[config.mk]
export PLATFORM = sky130hd
export DESIGN_NAME = reaction_test_ctrl
export DESIGN_NICKNAME = d
export VERILOG_FILES = /design/src/rtl/reaction_test_ctrl_pkg.sv /design/src/rtl/reaction_test_ctrl_ms_tick_gen.sv /design/src/rtl/reaction_test_ctrl.sv
export SDC_FILE = /design/constraint.sdc
export NUM_CORES = 1
export LEC_CHECK = 0
export ABC_CLOCK_PERIOD_IN_PS = 4890
export BUFFER_PORTS_ARGS = -buffer_cell sky130_fd_sc_hd__buf_2
export CORE_ASPECT_RATIO = 0.75
export CORE_MARGIN = 2
export CORE_UTILIZATION = 40
export DETAILED_ROUTE_END_ITERATION = 10
export PLACE_DENSITY_LB_ADDON = 0.2
export SLEW_MARGIN = 40
export SYNTH_ARGS = -nofsm -noshare
export SYNTH_HDL_FRONTEND = slang
export SYNTH_SLANG_ARGS = --single-unit
[constraint.sdc]
create_clock -name iClock -period 4.89 [get_ports iClock]
set_input_delay 0.978 -clock iClock [delete_from_list [all_inputs] [get_ports iClock]]
set_output_delay 0.978 -clock iClock [all_outputs]
set_load 0.05 [all_outputs]
[src/rtl/reaction_test_ctrl_pkg.sv]
// Shared types and constants for the reaction-time benchmark control path.
package reaction_test_ctrl_pkg;

  typedef enum logic [2:0] {
    IDLE,
    ARMED,
    GO,
    RESULT,
    EARLY,
    TIMEOUT
  } state_t;

  localparam int unsigned RESULT_W = 14;
  localparam logic [RESULT_W-1:0] BEST_SENTINEL = 14'h3FFF;

  // 16-bit Fibonacci LFSR, taps 16,14,13,11, shifting towards the MSB
  function automatic logic [15:0] lfsr_next(input logic [15:0] s);
    return {s[14:0], s[15] ^ s[13] ^ s[12] ^ s[10]};
  endfunction

endpackage

[src/rtl/reaction_test_ctrl_ms_tick_gen.sv]
// Millisecond prescaler: single-cycle oTick every MS_DIV cycles, restartable via iClear.
module ms_tick_gen #(
  parameter int unsigned MS_DIV = 50000
) (
  input  logic iClock,
  input  logic iResetn,
  input  logic iClear,
  output logic oTick
);

  localparam int unsigned CW = $clog2(MS_DIV);
  localparam logic [CW-1:0] LAST = CW'(MS_DIV - 1);

  logic [CW-1:0] cnt_q, cnt_d;

  assign oTick = (cnt_q == LAST);

  always_comb begin
    cnt_d = cnt_q + 1'b1;
    if (iClear || oTick) begin
      cnt_d = '0;
    end
  end

  always_ff @(posedge iClock or negedge iResetn) begin
    if (!iResetn) begin
      cnt_q <= '0;
    end else begin
      cnt_q <= cnt_d;
    end
  end

endmodule

[src/rtl/reaction_test_ctrl.sv]
// Reaction-time trial controller: random wait, GO cue, ms timing of the press,
// session-best tracking and screen-select levels for the display datapath.
module reaction_test_ctrl
  import reaction_test_ctrl_pkg::*;
#(
  parameter int unsigned CLK_FREQ_HZ  = 50000000,
  parameter int unsigned MIN_DELAY_MS = 1000,
  parameter int unsigned DELAY_BITS   = 11,
  parameter int unsigned MAX_RT_MS    = 9999,
  parameter logic [15:0] LFSR_SEED    = 16'hACE1
) (
  input  logic                iClock,
  input  logic                iResetn,
  input  logic                iEnable,
  input  logic                iStart,
  input  logic                iPress,
  output logic                oWaitScreen,
  output logic                oGoScreen,
  output logic                oTooSoon,
  output logic                oTimeout,
  output logic                oResultValid,
  output logic [RESULT_W-1:0] oResultMs,
  output logic [RESULT_W-1:0] oBestMs,
  output logic                oBestValid
);

  localparam int unsigned MS_DIV = CLK_FREQ_HZ / 1000;
  localparam int unsigned DW     = DELAY_BITS + $clog2(MIN_DELAY_MS + 1) + 1;
  localparam logic [RESULT_W-1:0] MAX_RT = RESULT_W'(MAX_RT_MS);

  state_t              state_q, state_d;
  logic [15:0]         lfsr_q, lfsr_d;
  logic [DW-1:0]       delay_q, delay_d;
  logic [DW-1:0]       dcnt_q, dcnt_d;
  logic [RESULT_W-1:0] ms_q, ms_d;
  logic [RESULT_W-1:0] result_q, result_d;
  logic [RESULT_W-1:0] best_q, best_d;
  logic                best_valid_q, best_valid_d;
  logic                tick;
  logic                tick_clear;

  ms_tick_gen #(
    .MS_DIV(MS_DIV)
  ) u_ms_tick (
    .iClock (iClock),
    .iResetn(iResetn),
    .iClear (tick_clear),
    .oTick  (tick)
  );

  always_comb begin
    state_d      = state_q;
    lfsr_d       = lfsr_next(lfsr_q);
    delay_d      = delay_q;
    dcnt_d       = dcnt_q;
    ms_d         = ms_q;
    result_d     = result_q;
    best_d       = best_q;
    best_valid_d = best_valid_q;
    tick_clear   = 1'b0;

    // Dropping the mode select abandons any trial but keeps published results.
    if (!iEnable) begin
      state_d = IDLE;
    end else begin
      unique case (state_q)
        IDLE, RESULT, EARLY, TIMEOUT: begin
          if (iStart) begin
            state_d    = ARMED;
            delay_d    = DW'(MIN_DELAY_MS) + DW'(lfsr_q[DELAY_BITS-1:0]);
            dcnt_d     = '0;
            tick_clear = 1'b1;
          end
        end
        ARMED: begin
          if (iPress) begin
            state_d = EARLY;
          end else if (tick) begin
            if (dcnt_q == delay_q - 1'b1) begin
              state_d    = GO;
              ms_d       = '0;
              tick_clear = 1'b1;
            end else begin
              dcnt_d = dcnt_q + 1'b1;
            end
          end
        end
        GO: begin
          // Press wins over the tick that would otherwise expire the window.
          if (iPress) begin
            state_d  = RESULT;
            result_d = ms_q;
            if (!best_valid_q || (ms_q < best_q)) begin
              best_d       = ms_q;
              best_valid_d = 1'b1;
            end
          end else if (tick) begin
            if (ms_q == MAX_RT - 1'b1) begin
              state_d  = TIMEOUT;
              ms_d     = MAX_RT;
              result_d = MAX_RT;
            end else begin
              ms_d = ms_q + 1'b1;
            end
          end
        end
        default: state_d = IDLE;
      endcase
    end
  end

  always_ff @(posedge iClock or negedge iResetn) begin
    if (!iResetn) begin
      state_q      <= IDLE;
      lfsr_q       <= LFSR_SEED;
      delay_q      <= '0;
      dcnt_q       <= '0;
      ms_q         <= '0;
      result_q     <= '0;
      best_q       <= BEST_SENTINEL;
      best_valid_q <= 1'b0;
    end else begin
      state_q      <= state_d;
      lfsr_q       <= lfsr_d;
      delay_q      <= delay_d;
      dcnt_q       <= dcnt_d;
      ms_q         <= ms_d;
      result_q     <= result_d;
      best_q       <= best_d;
      best_valid_q <= best_valid_d;
    end
  end

  assign oWaitScreen  = (state_q == ARMED);
  assign oGoScreen    = (state_q == GO);
  assign oTooSoon     = (state_q == EARLY);
  assign oTimeout     = (state_q == TIMEOUT);
  assign oResultValid = (state_q == RESULT);
  assign oResultMs    = result_q;
  assign oBestMs      = best_q;
  assign oBestValid   = best_valid_q;

endmodule

# Yosys cells after proc, flatten, opt, wreduce, memory -nomap -nowiden
# Index checks and enable logic that the tools add are counted.
[totals]
word_cells = 84
ff_bits = 122
in_bits = 5
output_inout_bits = 34
[op_classes]
muxes = 31
n_bitwise = 3
order_cmp = 1
n_eq_ne = 20
reduce_logical = 15
add_sub_neg = 5
[ops]
columns = ["cell", "count"]
rows = [
  ["14-bit two-way mux", 9],
  ["22-bit two-way mux", 4],
  ["22-bit case mux with 2 select lines", 1],
  ["14-bit case mux with 2 select lines", 1],
  ["3-bit two-way mux", 8],
  ["22-bit by 1-bit adder with 22-bit output, second input constant", 1],
  ["22-bit equality test", 1],
  ["22-bit by 1-bit subtractor with 22-bit output, second input constant", 1],
  ["16-bit by 1-bit adder with 16-bit output, second input constant", 1],
  ["16-bit equality test, second input constant", 1],
  ["16-bit two-way mux", 1],
  ["4-bit by 3-bit != test with 1-bit output, second input constant", 4],
  ["14-bit by 1-bit adder with 14-bit output, second input constant", 1],
  ["14-bit equality test, second input constant", 1],
  ["14-bit < comparator", 1],
  ["10-bit by 11-bit adder with 12-bit output, first input constant", 1],
  ["3-bit case mux with 3 select lines", 1],
  ["2-bit != test, second input constant", 4],
  ["4-bit AND reduction", 2],
  ["2-bit nonzero test", 4],
  ["7-bit AND reduction", 1],
  ["3-bit by 2-bit equality test with 1-bit output, second input constant", 2],
  ["3-bit equality test, second input constant", 2],
  ["2-bit by 1-bit != test with 1-bit output, second input constant", 3],
  ["12 further kinds", 19],
]

# Longest topological paths before layout
[logic_depth]
ltp_word = 9
ltp_mapped = 12
depth_no_buf = 10

# Cells and area by module
# From an unflattened synthesis, not the netlist that was laid out.
[unflattened]
hier_cells = 643
area_unflattened_um2 = 6200.9
[by_module_without_submodules]
columns = ["module", "cells_each", "seq_area_each_um2", "instances", "area_each_um2"]
rows = [
  ["reaction_test_ctrl", 563, 2429.8, 1, 5408.9],
  ["ms_tick_gen", 80, 400.4, 1, 792.0],
]

# Least setup slack after synthesis
# No wires, ideal clock.
[synth_path]
path_kind = "register -> register"
from = "register best_q[1] (netlist: oBestMs[1])"
to = "register best_q[10] (netlist: oBestMs[10])"
period_less_slack_ns = 3.078
setup_ns = 0.082
arrival_ns = 2.996
path_stages_with_launch = 11
required_time_ns = 4.808
setup_slack_ns = 1.812
path_buffers = 1
path_cell_list = "dfstp_2 inv_1 ha_1 a21o_1 a21o_1 a211oi_1 o21bai_1 a2111o_1 a221oi_4 buf_6 mux2_2"
[synth_between]
elab_chain_len = 3
[synth_rtl]
columns = ["element", "line", "rtl"]
rows = [
  ["start, declared", "reaction_test_ctrl.sv:37", "logic [RESULT_W-1:0] best_q, best_d;"],
  ["start signal, assigned", "reaction_test_ctrl.sv:129", "best_q <= best_d;"],
  ["14-bit < comparator", "reaction_test_ctrl.sv:93", "if (!best_valid_q || (ms_q < best_q)) begin"],
  ["1-bit logical OR", "reaction_test_ctrl.sv:93", ""],
  ["4-bit AND reduction (no line)", "n/a", ""],
]
# Every way passes these cells.
# A chain may end at the register's enable or synchronous reset.

# Worst setup path after layout
[layout_path]
from = "register best_q[1] (netlist: oBestMs[1])"
to = "register best_q[6] (netlist: oBestMs[6])"
# Same word-level chain as after synthesis.

==> results.sh <==
export IMPL_crit_type="flop to flop"
export IMPL_fp_dieArea_sq_um=16200
export IMPL_drtIter0Drc=247
export IMPL_nets=670
export IMPL_synth_edf_count=0
export IMPL_ys_ff_latch=112
export IMPL_synthTopCellsByArea="dfrtp_1 37%, dfstp_2 9.5%, ha_1 3.9%, nand2_1 3.8%, xnor2_1 3.6%"
export IMPL_port_buffers=38
export IMPL_overflow=0
export IMPL_die_x_um=146
export IMPL_power_density_nw_per_um2=349
export IMPL_required_ns=5.17
export IMPL_ir_drop_uv=190
export IMPL_drt_pass1_iterations=5
export IMPL_core_area_sq_um=14600
export IMPL_drive_gt1_frac=0.172
export IMPL_wl_per_cell_um=15.8
export IMPL_syn_to_final_growth_pct=11.1
export IMPL_cp_arrival_ns=3.53
export IMPL_worst_pin_slew_ns=0.782
export IMPL_drtAntennaViolNets=0
export IMPL_cts_buffer_depth=2
export IMPL_startpoint_type="flop"
export IMPL_synthCells=620
export IMPL_htree_levels=3
export IMPL_gp_congestion=0.814
export IMPL_cts_buffers=9
export IMPL_async_reset_ff_frac=1.00
export IMPL_drt_vias_per_instance=5.50
export IMPL_vias=4680
export IMPL_fin_worst_skew_ns=0.00946
export IMPL_hold_path_class="flop to flop"
export IMPL_cts_sinks=112
export IMPL_ioPinCount=39
export IMPL_fin_ws_ns=1.64
export IMPL_synth_top_area_frac=0.372
export IMPL_final_max_slew_viol_count=0
export IMPL_ys_flop_type="dfrtp_1"
export IMPL_status="complete, no violations"
export IMPL_antennaDiodeCount=0
export IMPL_totalWireLength_um=13500
export IMPL_yosys_cell_types_count=69
export IMPL_dp_worst_setup_slack_ns=1.67
export IMPL_finalCriticalPeriod_ns=3.25
export IMPL_final_period_utilization=0.665
export IMPL_crit_fanout=14
export IMPL_yosys_area_top_type="dfrtp_1"
export IMPL_maxCapViolCount=0
export IMPL_grt_usage=0.176
export IMPL_fp_dieH_um=111
export IMPL_dp_hpwl_um=9570
export IMPL_cts_hold_buf=0
export IMPL_fmax_ghz=0.308
export IMPL_cts_root_buf="clkbuf_16"
export IMPL_final_hold_viol_count=0
export IMPL_setup_tns_ns=0
export IMPL_synth_area_sq_um=6060
export IMPL_leakagePower_nw=2.96
export IMPL_post_cts_resize_count=0
export IMPL_cts_tree="built"
export IMPL_max_slew_margin_rel=0.478
export IMPL_synthTopCellsByCount="90 x dfrtp_1, 61 x nand2_1, 41 x nor2_1"
export IMPL_post_cts_setup_buffers=0
export IMPL_synth_most_common_cell="dfrtp_1"
export IMPL_path_clk_slew_ns=0.08
export IMPL_initial_core_util=0.414
export IMPL_rows=38
export IMPL_syn_avg_cell_area_sq_um=9.77
export IMPL_grt_antenna_before_repair=0
export IMPL_critPathCaptureType="flop"
export IMPL_rsz0062_at_grt="no"
export IMPL_grt_pass1_vias=4531
export IMPL_drc=0
export IMPL_syn_nets=644
export IMPL_synth_warnings=0
export IMPL_setup_viol=0
export IMPL_grt_max_degree=41
export IMPL_grt_pass1_wl_um=23000
export IMPL_synth_seq_area_share=0.467
export IMPL_clk_latency_ns=0.36
==> path summary, 6_finish.rpt <==
kind                                             start                             to  slack (ns)  cells past startpoint
worst max-delay path            oBestMs[1]$_DFFE_PN1P_         oBestMs[6]$_DFFE_PN1P_        1.64                      9
max in group asynchronous                      iResetn            lfsr_q[6]$_DFF_PN1_        3.42                      2
min in group asynchronous                      iResetn  u_ms_tick.cnt_q[12]$_DFF_PN0_        0.59                      1
worst min register to register    lfsr_q[14]$_DFF_PN0_           lfsr_q[15]$_DFF_PN1_        0.36                      0
worst min-delay path              lfsr_q[14]$_DFF_PN0_           lfsr_q[15]$_DFF_PN1_        0.36                      0
worst max register to register  oBestMs[1]$_DFFE_PN1P_         oBestMs[6]$_DFFE_PN1P_        1.64                      9
==> area by class of cell <==
| class | count | area, sq um |
|---|---|---|
| clock inverters | 7 | 103 |
| repair buffers | 42 | 223 |
| inverters | 31 | 116 |
| fillers | 1418 | 7910 |
| clock buffers | 9 | 225 |
| well taps | 200 | 250 |
| multi-input cells | 450 | 2980 |
| flip-flops and latches | 112 | 2830 |
==> per-layer routing <==
metal / GRT usage / vias up / routed length (um)
met5: 0 / - / 0
met4: 0.0498 / 0 / 182
met3: 0.0446 / 19 / 643
met2: 0.249 / 98 / 5700
met1: 0.265 / 2288 / 6950
li1: - / 2275 / -
==> stage by stage <==
stage / hold slack (ns) / cells / total power, mW / util / cell area [sq um]
global route: 0.379 / 851 / 2.46 / 0.460 / 6730
floorplan: 0.333 / 620 / 1.44 / - / 6060
global placement: 0.343 / 835 / 1.55 / 0.437 / 6400
detailed placement: 0.353 / 835 / 1.56 / 0.437 / 6400
CTS: 0.365 / 851 / 2.38 / 0.460 / 6730
finish: 0.360 / 851 / 2.35 / 0.460 / 6730
==> power breakdown <==
group,leakage (nW),total (mW),internal (mW),switching [mW]
clock,0.162,0.809,0.456,0.353
sequential,1.45,1.07,1.00,0.0667
combinational,1.35,0.472,0.145,0.326
total,2.96,2.35,1.60,0.746
==> cells by family after synthesis <==
group / share of synthesized area
compound gates: 0.143
xor+xnor: 0.0549
fa+ha+maj: 0.0392
buf+inv: 0.0403
flops: 0.467
mux: 0.0341
simple gates: 0.221
==> sequential cells by signal (all words and copies together), names as in the netlist <==
signal / cells
dcnt_q: 22
lfsr_q: 16
u_ms_tick.cnt_q: 16
ms_q: 14
oBestMs: 14
oResultMs: 14
delay_q: 12
state_q: 3
oBestValid: 1
==> critical path: stages (launching register included) <==
cell and delay, ns:
dfstp_2 0.54, inv_1 0.05, ha_1 0.29, a21o_1 0.16, a21o_1 0.18, a211oi_1 0.26, o21bai_1 0.11, a2111o_1 0.45
a221oi_4 0.72, mux2_2 0.42
==> layout by cell type (no fill, tap or decap), types with 4 or more instances in the layout <==
cell type  Yosys  layout
dfrtp_1       90      90
nand2_1       61      61
nor2_1        41      41
o21ai_0       39      39
buf_2          0      37
inv_1         31      31
xnor2_1       25      25
nand3_1       24      24
dfstp_2       22      22
nor3_1        21      21
and3_1        19      19
a21oi_1       19      19
ha_1          19      19
xor2_1        13      13
nand2b_1      12      12
mux2_2        12      12
a31oi_1       10      10
nand4_1        9       9
or3_1          9       9
clkbuf_16      0       9
and2_1         8       8
or4_1          8       8
a22o_1         7       7
or2_2          6       6
a21o_1         6       6
mux2i_1        6       6
o22a_1         6       6
nor2b_1        5       5
o211ai_1       5       5
o31ai_1        5       5
buf_4          1       5
nor4_1         4       4
Power figures use the tool's default switching activity.
